<file path="src/rtl/ray_coord_gen.sv">
// Raster ray coordinate generator: walks an H_RES x V_RES frame and issues fixed-point screen coords per pixel.
// Latency: first coords one cycle after start is accepted, then one coordinate per cycle when unstalled.
// Backpressure: no issue while hold=1 or MAX_INFLIGHT rays are outstanding; each result_valid returns one credit.
// Optional feature: define RAY_COORD_PERF_EN to add the stall_cycles performance counter output.
module ray_coord_gen #(
    parameter int H_RES        = 640,
    parameter int V_RES        = 480,
    parameter int MAX_INFLIGHT = 16,
    parameter int FP_W         = 32
) (
    input  logic                       clk,
    input  logic                       rst_n,
    input  logic                       start,
    input  logic [FP_W-1:0]            x_start,
    input  logic [FP_W-1:0]            y_start,
    input  logic [FP_W-1:0]            x_step,
    input  logic [FP_W-1:0]            y_step,
    input  logic                       hold,
    input  logic                       result_valid,
    output logic [FP_W-1:0]            screen_x,
    output logic [FP_W-1:0]            screen_y,
    output logic                       coords_valid,
    output logic [$clog2(H_RES)-1:0]   pix_x,
    output logic [$clog2(V_RES)-1:0]   pix_y,
    output logic                       busy,
    output logic                       frame_done,
    output logic                       underflow
`ifdef RAY_COORD_PERF_EN
    ,
    output logic [31:0]                stall_cycles
`endif
);
    localparam int PXW = $clog2(H_RES);
    localparam int PYW = $clog2(V_RES);
    localparam int IFW = $clog2(MAX_INFLIGHT + 1);

    typedef enum logic [1:0] {
        S_IDLE,
        S_RUN,
        S_DRAIN
    } state_t;

    state_t          state;
    logic [FP_W-1:0] x_start_q;
    logic [FP_W-1:0] x_step_q;
    logic [FP_W-1:0] y_step_q;
    logic [FP_W-1:0] x_acc;
    logic [FP_W-1:0] y_acc;
    logic [PXW-1:0]  x_cnt;
    logic [PYW-1:0]  y_cnt;
    logic [IFW-1:0]  inflight;
    logic [IFW-1:0]  inflight_nxt;
    logic            issue;
    logic            dec;
    logic            last_x;
    logic            last_y;

    assign issue  = (state == S_RUN) && !hold && (inflight < IFW'(MAX_INFLIGHT));
    assign last_x = (x_cnt == PXW'(H_RES - 1));
    assign last_y = (y_cnt == PYW'(V_RES - 1));

    // Credit count: a result with nothing outstanding is dropped (and flagged), never wraps below zero
    always_comb begin
        dec          = result_valid && (inflight != '0);
        inflight_nxt = inflight;
        if (issue && !dec) begin
            inflight_nxt = inflight + 1'b1;
        end else if (!issue && dec) begin
            inflight_nxt = inflight - 1'b1;
        end
    end

    // Frame walk FSM with registered outputs; DRAIN ends on the edge where the count reaches zero
    always_ff @(posedge clk or negedge rst_n) begin
        if (!rst_n) begin
            state        <= S_IDLE;
            x_start_q    <= '0;
            x_step_q     <= '0;
            y_step_q     <= '0;
            x_acc        <= '0;
            y_acc        <= '0;
            x_cnt        <= '0;
            y_cnt        <= '0;
            inflight     <= '0;
            screen_x     <= '0;
            screen_y     <= '0;
            pix_x        <= '0;
            pix_y        <= '0;
            coords_valid <= 1'b0;
            busy         <= 1'b0;
            frame_done   <= 1'b0;
            underflow    <= 1'b0;
`ifdef RAY_COORD_PERF_EN
            stall_cycles <= '0;
`endif
        end else begin
            coords_valid <= 1'b0;
            frame_done   <= 1'b0;
            inflight     <= inflight_nxt;
            if (result_valid && (inflight == '0)) begin
                underflow <= 1'b1;
            end
            case (state)
                S_IDLE: begin
                    if (start) begin
                        x_start_q <= x_start;
                        x_step_q  <= x_step;
                        y_step_q  <= y_step;
                        x_acc     <= x_start;
                        y_acc     <= y_start;
                        x_cnt     <= '0;
                        y_cnt     <= '0;
                        busy      <= 1'b1;
                        state     <= S_RUN;
`ifdef RAY_COORD_PERF_EN
                        stall_cycles <= '0;
`endif
                    end
                end
                S_RUN: begin
                    if (issue) begin
                        screen_x     <= x_acc;
                        screen_y     <= y_acc;
                        pix_x        <= x_cnt;
                        pix_y        <= y_cnt;
                        coords_valid <= 1'b1;
                        if (last_x) begin
                            x_cnt <= '0;
                            x_acc <= x_start_q;
                            if (last_y) begin
                                state <= S_DRAIN;
                            end else begin
                                y_cnt <= y_cnt + 1'b1;
                                y_acc <= y_acc + y_step_q;
                            end
                        end else begin
                            x_cnt <= x_cnt + 1'b1;
                            x_acc <= x_acc + x_step_q;
                        end
                    end
`ifdef RAY_COORD_PERF_EN
                    else if (stall_cycles != '1) begin
                        stall_cycles <= stall_cycles + 32'd1;
                    end
`endif
                end
                S_DRAIN: begin
                    if (inflight_nxt == '0) begin
                        frame_done <= 1'b1;
                        busy       <= 1'b0;
                        state      <= S_IDLE;
                    end
                end
                default: begin
                    state <= S_IDLE;
                    busy  <= 1'b0;
                end
            endcase
        end
    end

endmodule

</file>
<file path="config.mk">
export PLATFORM = sky130hd
export DESIGN_NAME = ray_coord_gen
export DESIGN_NICKNAME = d
export VERILOG_FILES = /design/src/rtl/ray_coord_gen.sv
export SDC_FILE = /design/constraint.sdc
export NUM_CORES = 1
export LEC_CHECK = 0
export BUFFER_PORTS_ARGS = -buffer_cell sky130_fd_sc_hd__buf_2
export CAP_MARGIN = 5
export CORE_ASPECT_RATIO = 0.75
export CORE_MARGIN = 3
export CORE_UTILIZATION = 30
export CTS_CLUSTER_DIAMETER = 30
export DETAILED_ROUTE_END_ITERATION = 6
export PLACE_DENSITY = 0.48
export SLEW_MARGIN = 20
export SYNTH_ARGS = -nofsm -noshare
export SYNTH_HDL_FRONTEND = slang
export SYNTH_SLANG_ARGS = --single-unit
</file>
<file path="constraint.sdc">
create_clock -name clk -period 5.1 [get_ports clk]
set_input_delay 0.255 -clock clk [delete_from_list [all_inputs] [get_ports clk]]
set_output_delay 0.255 -clock clk [all_outputs]
set_load 0.01 [all_outputs]
</file>
==> metrics.txt, run 1 <==
Comb pwr share=0.413; Crit. End Element=flip-flop; Levels on crit path=12; Post-synth top flop=dfrtp_1; async set or reset register ratio after synthesis=1.00; DRT Wirelength=46,200 µm; DRC Markers=0; Max Slew Vio Count=0; Layout Nets=2,238; Psw=~0.0056 W; Pint=about 0.009 W; Synth top area share=0.481; DR iter-0 viols=~730; Slew @ Worst Pin=approximately 0.9 ns; share of cells above drive strength 1=0.176; worst-skew pair later-pin latency=roughly 0.58 ns; Area contributors post-synth=dfrtp_1 48%, nand2_1 17%, ha_1 5.8%, o21ai_0 3.8%, a21oi_1 3.6%; VDD IR-drop max=228 µV; final hold violations=0; port bufs=219; Clock transition at path regs=0.04 ns; CTS Buffer Depth=3; I/O Pins=220; relative slew slack=0.400; crit-path leading delay family=compound AO/OA/AOI/OAI gates; Post-synth EDFFs=0; WL per Instance=17.0 µm; Root Buffer=clkbuf_16; initial core utilization=0.306; worst endpoint required time=5.55 ns; CTS resizes=0; Post CTS Setup Buffer Count=0; pin count of the biggest net entering global routing=roughly 140; Worst Path Arrival=3.76 ns; CTS Buf Count=70; Place WS=approximately 1.8 ns; most used cell, CP=o31ai_1; count of final setup violators=0; HP Class=input pin to flip-flop; most common cell in the synthesized netlist=nand2_1; die height=approximately 190 µm; core box area=roughly 46,000 µm²; maxcap violations=0; Power Density=729 nW/µm²; vias in the first global route=13,400; number of library cell types mapped by synthesis=70; YS warnings=0; Row Count=68; clock skew=between 0.015 and 0.02 ns; Register-to-Register Path Depth=12; post-detailed-route count of antenna-violating nets=0; setup ws final=~1.8 ns; hold path cells=3; Critical Path Start Type=flip-flop; gpl congestion=between 0.8 and 0.9; die width=roughly 260 µm; fmax=302 MHz; post-synthesis area per instance=8.40 µm²; slowest CP cell=fa_1; P&R area growth vs syn=38.2%; vias per cell=4.81; outcome=completed; RSZ-0062 raised after global routing=false; final setup TNS=0 ns; worst-path fanout max=4; period utilization=0.649; crit-path cells=ha_1, inv_1, fa_1, nor2b_1, o31ai_1, a31oi_1, a211o_1, a22o_1, a21boi_0, o31ai_1, mux2i_1, nand3_1; vias post-DR=between 10,000 and 15,000; CTS tree=yes; initial antenna violation count=0; synthesized area=about 14,000 µm²; register area share after synthesis=0.481; Sequential Power Share=0.261; # diodes=0; clock share of power=0.326; CP Buf/Inv Count=1; Clock Sink Count=273; hold-fix buffers at CTS=approximately 120; #FFs+latches synth=273; crit path kind=flip-flop to flip-flop; switching part of the total=0.388; post-DP HPWL=30,200 µm; htree depth=3; total leakage power=9.91 nW; Yosys top cell by area=dfrtp_1; fin area=between 15,000 and 20,000 µm²; Synth top cells by count=654 x nand2_1, 273 x dfrtp_1, 108 x o21ai_0; placed inst area=approximately 16,000 µm²; Crit path largest cell delay=0.41 ns; Synth Net Count=approximately 1,900; crit path time final=3.31 ns; Total GRT Usage=0.186; GR Overflow Total=0; full die area=50,000 µm²; Cells after Synth=1,692; Initial DRT Pass Iterations=5; first-pass GRT wire length=74,500 µm
## cell type report
class                      count  area, µm²
fill                        4630      26700
multi-input combinational   1320       7030
sequential                   273       6830
timing repair buffer         355       2450
clock buffer                  87       1920
tap                          630        788
clock inverter                39        554
inverter                      17       66.3
## flip-flops by register name, summed over array words and instances (netlist names), 2 cells and up
| signal | cells |
|---|---|
| inflight | 5 |
| pix_x | 10 |
| pix_y | 9 |
| screen_x | 32 |
| screen_y | 32 |
| state | 2 |
| x_acc | 32 |
| x_cnt | 10 |
| x_start_q | 32 |
| x_step_q | 32 |
| y_acc | 32 |
| y_cnt | 9 |
| y_step_q | 32 |
## worst paths after layout
kind	startpoint	to	slack, ns
hold reg to reg	screen_y[15]$_DFFE_PN0P_	screen_y[15]$_DFFE_PN0P_	0.47
max in group asynchronous	rst_n	screen_y[30]$_DFFE_PN0P_	3.54
hold / removal	y_start[14]	y_acc[14]$_DFFE_PN0P_	0.03
setup / recovery	y_acc[0]$_DFFE_PN0P_	y_acc[28]$_DFFE_PN0P_	1.79
setup reg to reg	y_acc[0]$_DFFE_PN0P_	y_acc[28]$_DFFE_PN0P_	1.79
min in group asynchronous	rst_n	coords_valid$_DFF_PN0_	0.28
## through the flow
stage	instances	util	hold slack [ns]	total power (W)
6_report	2721	0.424	0.0271	0.0143
5_1_grt	2721	0.424	0.0364	0.0155
4_1_cts	2721	0.424	0.00222	0.0145
3_5_place_dp	2474	0.344	0.311	0.00960
3_3_place_gp	2474	0.344	0.309	0.00951
2_1_floorplan	1692	-	-0.0406	0.00787
## cells in the final DEF (no fill, tap or decap), types with 5 or more instances in the layout
cell / n
clkinv_2: 16
or3_1: 11
o21ai_0: 108
xor2_1: 29
inv_1: 15
o21bai_1: 6
nor2b_1: 5
xnor2_1: 30
nand2b_1: 5
clkbuf_16: 71
a21o_1: 20
a21oi_1: 103
buf_2: 218
and2_1: 10
buf_4: 13
nand4_1: 8
bufinv_16: 13
clkbuf_1: 8
dfrtp_1: 273
o21a_1: 10
a211oi_1: 9
clkbuf_8: 8
nor2_1: 81
a22oi_1: 7
nand2_1: 653
ha_1: 66
mux2i_1: 6
a31oi_1: 16
o211ai_1: 10
inv_6: 5
nand3_1: 24
dlygate4sd3_1: 121
and3_1: 17
## power by group through the flow
stage / clock (W) / combinational, W / sequential, W
finish: 0.00466 / 0.00592 / 0.00374
global route: 0.00487 / 0.00677 / 0.00387
CTS: 0.00476 / 0.00597 / 0.00374
global placement: 0 / 0.00577 / 0.00374
detailed placement: 0 / 0.00585 / 0.00375
floorplan: 0 / 0.00418 / 0.00370
## worst register-to-register path, stage by stage (launching register included)
cell	delay (ns)
dfrtp_1	0.37
ha_1	0.22
inv_1	0.07
fa_1	0.41
nor2b_1	0.23
o31ai_1	0.12
a31oi_1	0.41
a211o_1	0.29
a22o_1	0.27
a21boi_0	0.20
o31ai_1	0.31
mux2i_1	0.21
nand3_1	0.08
## cell families (layout without fill, tap and decap cells)
logic type                 after synthesis  after routing  synth area share
adders and majority gates               68             68            0.0609
buffers and inverters                   99            498            0.0273
xor gates and xnor gates                59             59            0.0364
AOI/OAI and AO/OA                      346            346             0.150
muxes                                    6              6           0.00423
and+or+nand+nor                        841            841             0.241
DFF                                    273            273             0.481
## per-layer routing
metal / global-route usage / vias up / wire [µm]
li1: - / 6436 / -
met1: 0.276 / 6287 / 23600
met2: 0.273 / 296 / 19400
met3: 0.0430 / 61 / 2470
met4: 0.0447 / 0 / 707
met5: 0 / - / 0
Note: power is estimated with default switching activity, not from simulation.
==> run 2: changes to the inputs <==
Settings changed: PLACE_DENSITY 0.48 to 0.49.
Clock period 5.1 ns to 3 ns, I/O delays scaled along.
==> metrics.txt, run 2 (synthesized netlist as in run 1, its figures left out) <==
fin area=20,100 µm² (+2.5%); Worst Path Arrival=3.34 ns (-0.42 ns); WL per Instance=16.6 µm (-2.3%); post-DP HPWL=30,600 µm (+1.6%); final core occ=0.434 (+0.0105); period utilization=0.955 (+0.306); initial antenna violation count=0 (unchanged); Multi-input gate area=7160 µm² (+1.9%); Clock transition at path regs=0.04 ns (about the same); clock share of power=0.313 (-0.013); crit-path cells=ha_1, inv_1, fa_2, nor2b_2, o31ai_2, a31oi_1, buf_4, a211o_4, a22o_4, a31oi_4, o21ai_1, xnor2_1, o211ai_1; DRC Markers=0 (unchanged); I/O Pins=220 (unchanged); DRT Wirelength=45,800 µm (-0.90%); port bufs=219 (unchanged); post-detailed-route count of antenna-violating nets=0 (unchanged); die width=257 µm (unchanged); total leakage power=10.1 nW (+2.0%); vias per cell=4.78 (-0.65%); total power draw=0.0247 W (+73%); RSZ-0062 raised after global routing=true; Clock Sink Count=273 (unchanged); Place WS=-0.0709 ns (-1.87 ns); worst endpoint required time=3.48 ns (-2.07 ns); # diodes=0 (unchanged); DR iter-0 viols=760 (+3.8%); gpl congestion=0.835 (+3.9%); crit path kind=flip-flop to flip-flop; CTS Buffer Depth=3 (unchanged); count of final setup violators=0 (unchanged); relative slew slack=0.503 (+0.103); Max Slew Vio Count=0 (unchanged); worst-skew pair later-pin latency=0.57 ns (about the same); core box area=46,400 µm² (unchanged); full die area=50,000 µm² (unchanged); Crit. End Element=flip-flop; commonest non-fill, non-tap cell in the layout=nand2_1; Total GRT Usage=0.185 (-0.000896); HP Class=input pin to async pin; initial core utilization=0.306 (unchanged); Row Count=68 (unchanged); CTS tree=yes; Root Buffer=clkbuf_16; Critical Path Start Type=flip-flop; Register-to-Register Path Depth=13 (+1); worst-path fanout max=4 (unchanged); Slew @ Worst Pin=0.746 ns (-0.154 ns); setup ws final=0.134 ns (-1.66 ns); htree depth=3 (unchanged); switching part of the total=0.387 (-0.00130); Layout Nets=2,281 (+1.9%); met3 WL=2120 µm (-14%); first-pass GRT wire length=74,900 µm (+0.46%); Sequential Power Share=0.257 (-0.004); GR Overflow Total=0 (unchanged); crit path time final=2.87 ns (-0.444 ns); vias post-DR=13,200 (+0.81%); die height=194 µm (unchanged); Power Density=1230 nW/µm² (+68%); Psw=0.00956 W (+72%); Fin Hold WS=0.0776 ns (+0.0505 ns); Highest Signal Layer=met4; met2 WL=19,100 µm (-1.9%); VDD IR-drop max=434 µV (+91%); Pint=0.0152 W (+73%); fmax=349 MHz (+15%); outcome=completed; maxcap violations=0 (unchanged); placed inst area=16,300 µm² (+1.9%); vias in the first global route=13,700 (+2.8%); most frequent cells in the layout=653 x nand2_1, 273 x dfrtp_1, 218 x buf_2; slowest CP cell=dfrtp_1; FILL cells=4,632 (+0.043%); final hold violations=0 (unchanged); pin count of the biggest net entering global routing=76 (-47%); Register Area=6830 µm² (unchanged); wire length on met1=23,600 µm (-0.12%); clock skew=0.0189 ns (-0.000378 ns); Comb pwr share=0.430 (+0.017); Initial DRT Pass Iterations=5 (unchanged); P&R area growth vs syn=41.7%; share of cells above drive strength 1=0.197 (+0.0202); Crit path largest cell delay=0.38 ns (-0.03 ns); CTS Buf Count=71 (+1.4%)
[run 2: changes by cell type in the layout (fill, tap and decap cells not counted), moves of 4 or more]
cell,change
buf_12,+5
inv_6,-5
buf_4,+29
dlygate4sd3_1,+8
clkinvlp_4,+4
[run 2: critical path, delay by kind of cell (launching register included)]
kind	cells	cell delay, ns
adder cells (fa/ha/maj)	2	0.46
AND/OR/NAND/NOR	1	0.06
flip-flops	1	0.38
AO/OA/AOI/OAI	7	1.50
buffers and inverters	2	0.24
XOR/XNOR	1	0.13
[run 2: final timing paths]
kind / start / to / slack [ns]
max: y_step_q[0]$_DFFE_PN0P_ / y_acc[24]$_DFFE_PN0P_ / 0.13
min: rst_n / x_step_q[25]$_DFFE_PN0P_ / 0.08
max reg2reg: y_step_q[0]$_DFFE_PN0P_ / y_acc[24]$_DFFE_PN0P_ / 0.13
min reg2reg: pix_x[2]$_DFFE_PN0P_ / pix_x[2]$_DFFE_PN0P_ / 0.46
max in group asynchronous: rst_n / y_acc[30]$_DFFE_PN0P_ / 2.07
min in group clk: y_start[31] / y_acc[31]$_DFFE_PN0P_ / 0.08
[run 2: layout make-up]
class                   instances  share of cell area
multi-input cells            1320               0.356
clock buffers                  90              0.0984
repair buffers                397               0.142
clock inverters                34              0.0223
flip-flops and latches        273               0.339
inverters                      17             0.00330
well taps                     630              0.0392
[run 2: power groups by stage]
stage | logic, W | clock network [W] | registers [W]
after floorplan | 0.00710 | 0 | 0.00628
after global placement | 0.0102 | 0 | 0.00633
after detailed placement | 0.0103 | 0 | 0.00637
after CTS | 0.0105 | 0.00792 | 0.00635
after global routing | 0.0122 | 0.00810 | 0.00655
final | 0.0106 | 0.00774 | 0.00635
[run 2: metrics by stage]
step | TNS, ns | cells
final | 0 | 2761
after global routing | -0.156 | 2761
after CTS | 0 | 2760
after detailed placement | -0.326 | 2506
after global placement | 0 | 2506
after floorplan | 0 | 1692
[run 2: metal layers]
metal / vias up / GRT usage
met1: 6313 / 0.275
met2: 299 / 0.269
met3: 76 / 0.0371
met5: - / 0
met4: 0 / 0.0585
li1: 6498 / -
[run 2: timing repair]
action / CTS / global route
hold endpoints to repair: 432 / 0
resized for setup: 3 / 22
endpoints found under the setup margin: 10 / 28
hold buffers: 129 / 0
pin swaps: 1 / 8
buffers inserted: 1 / 1
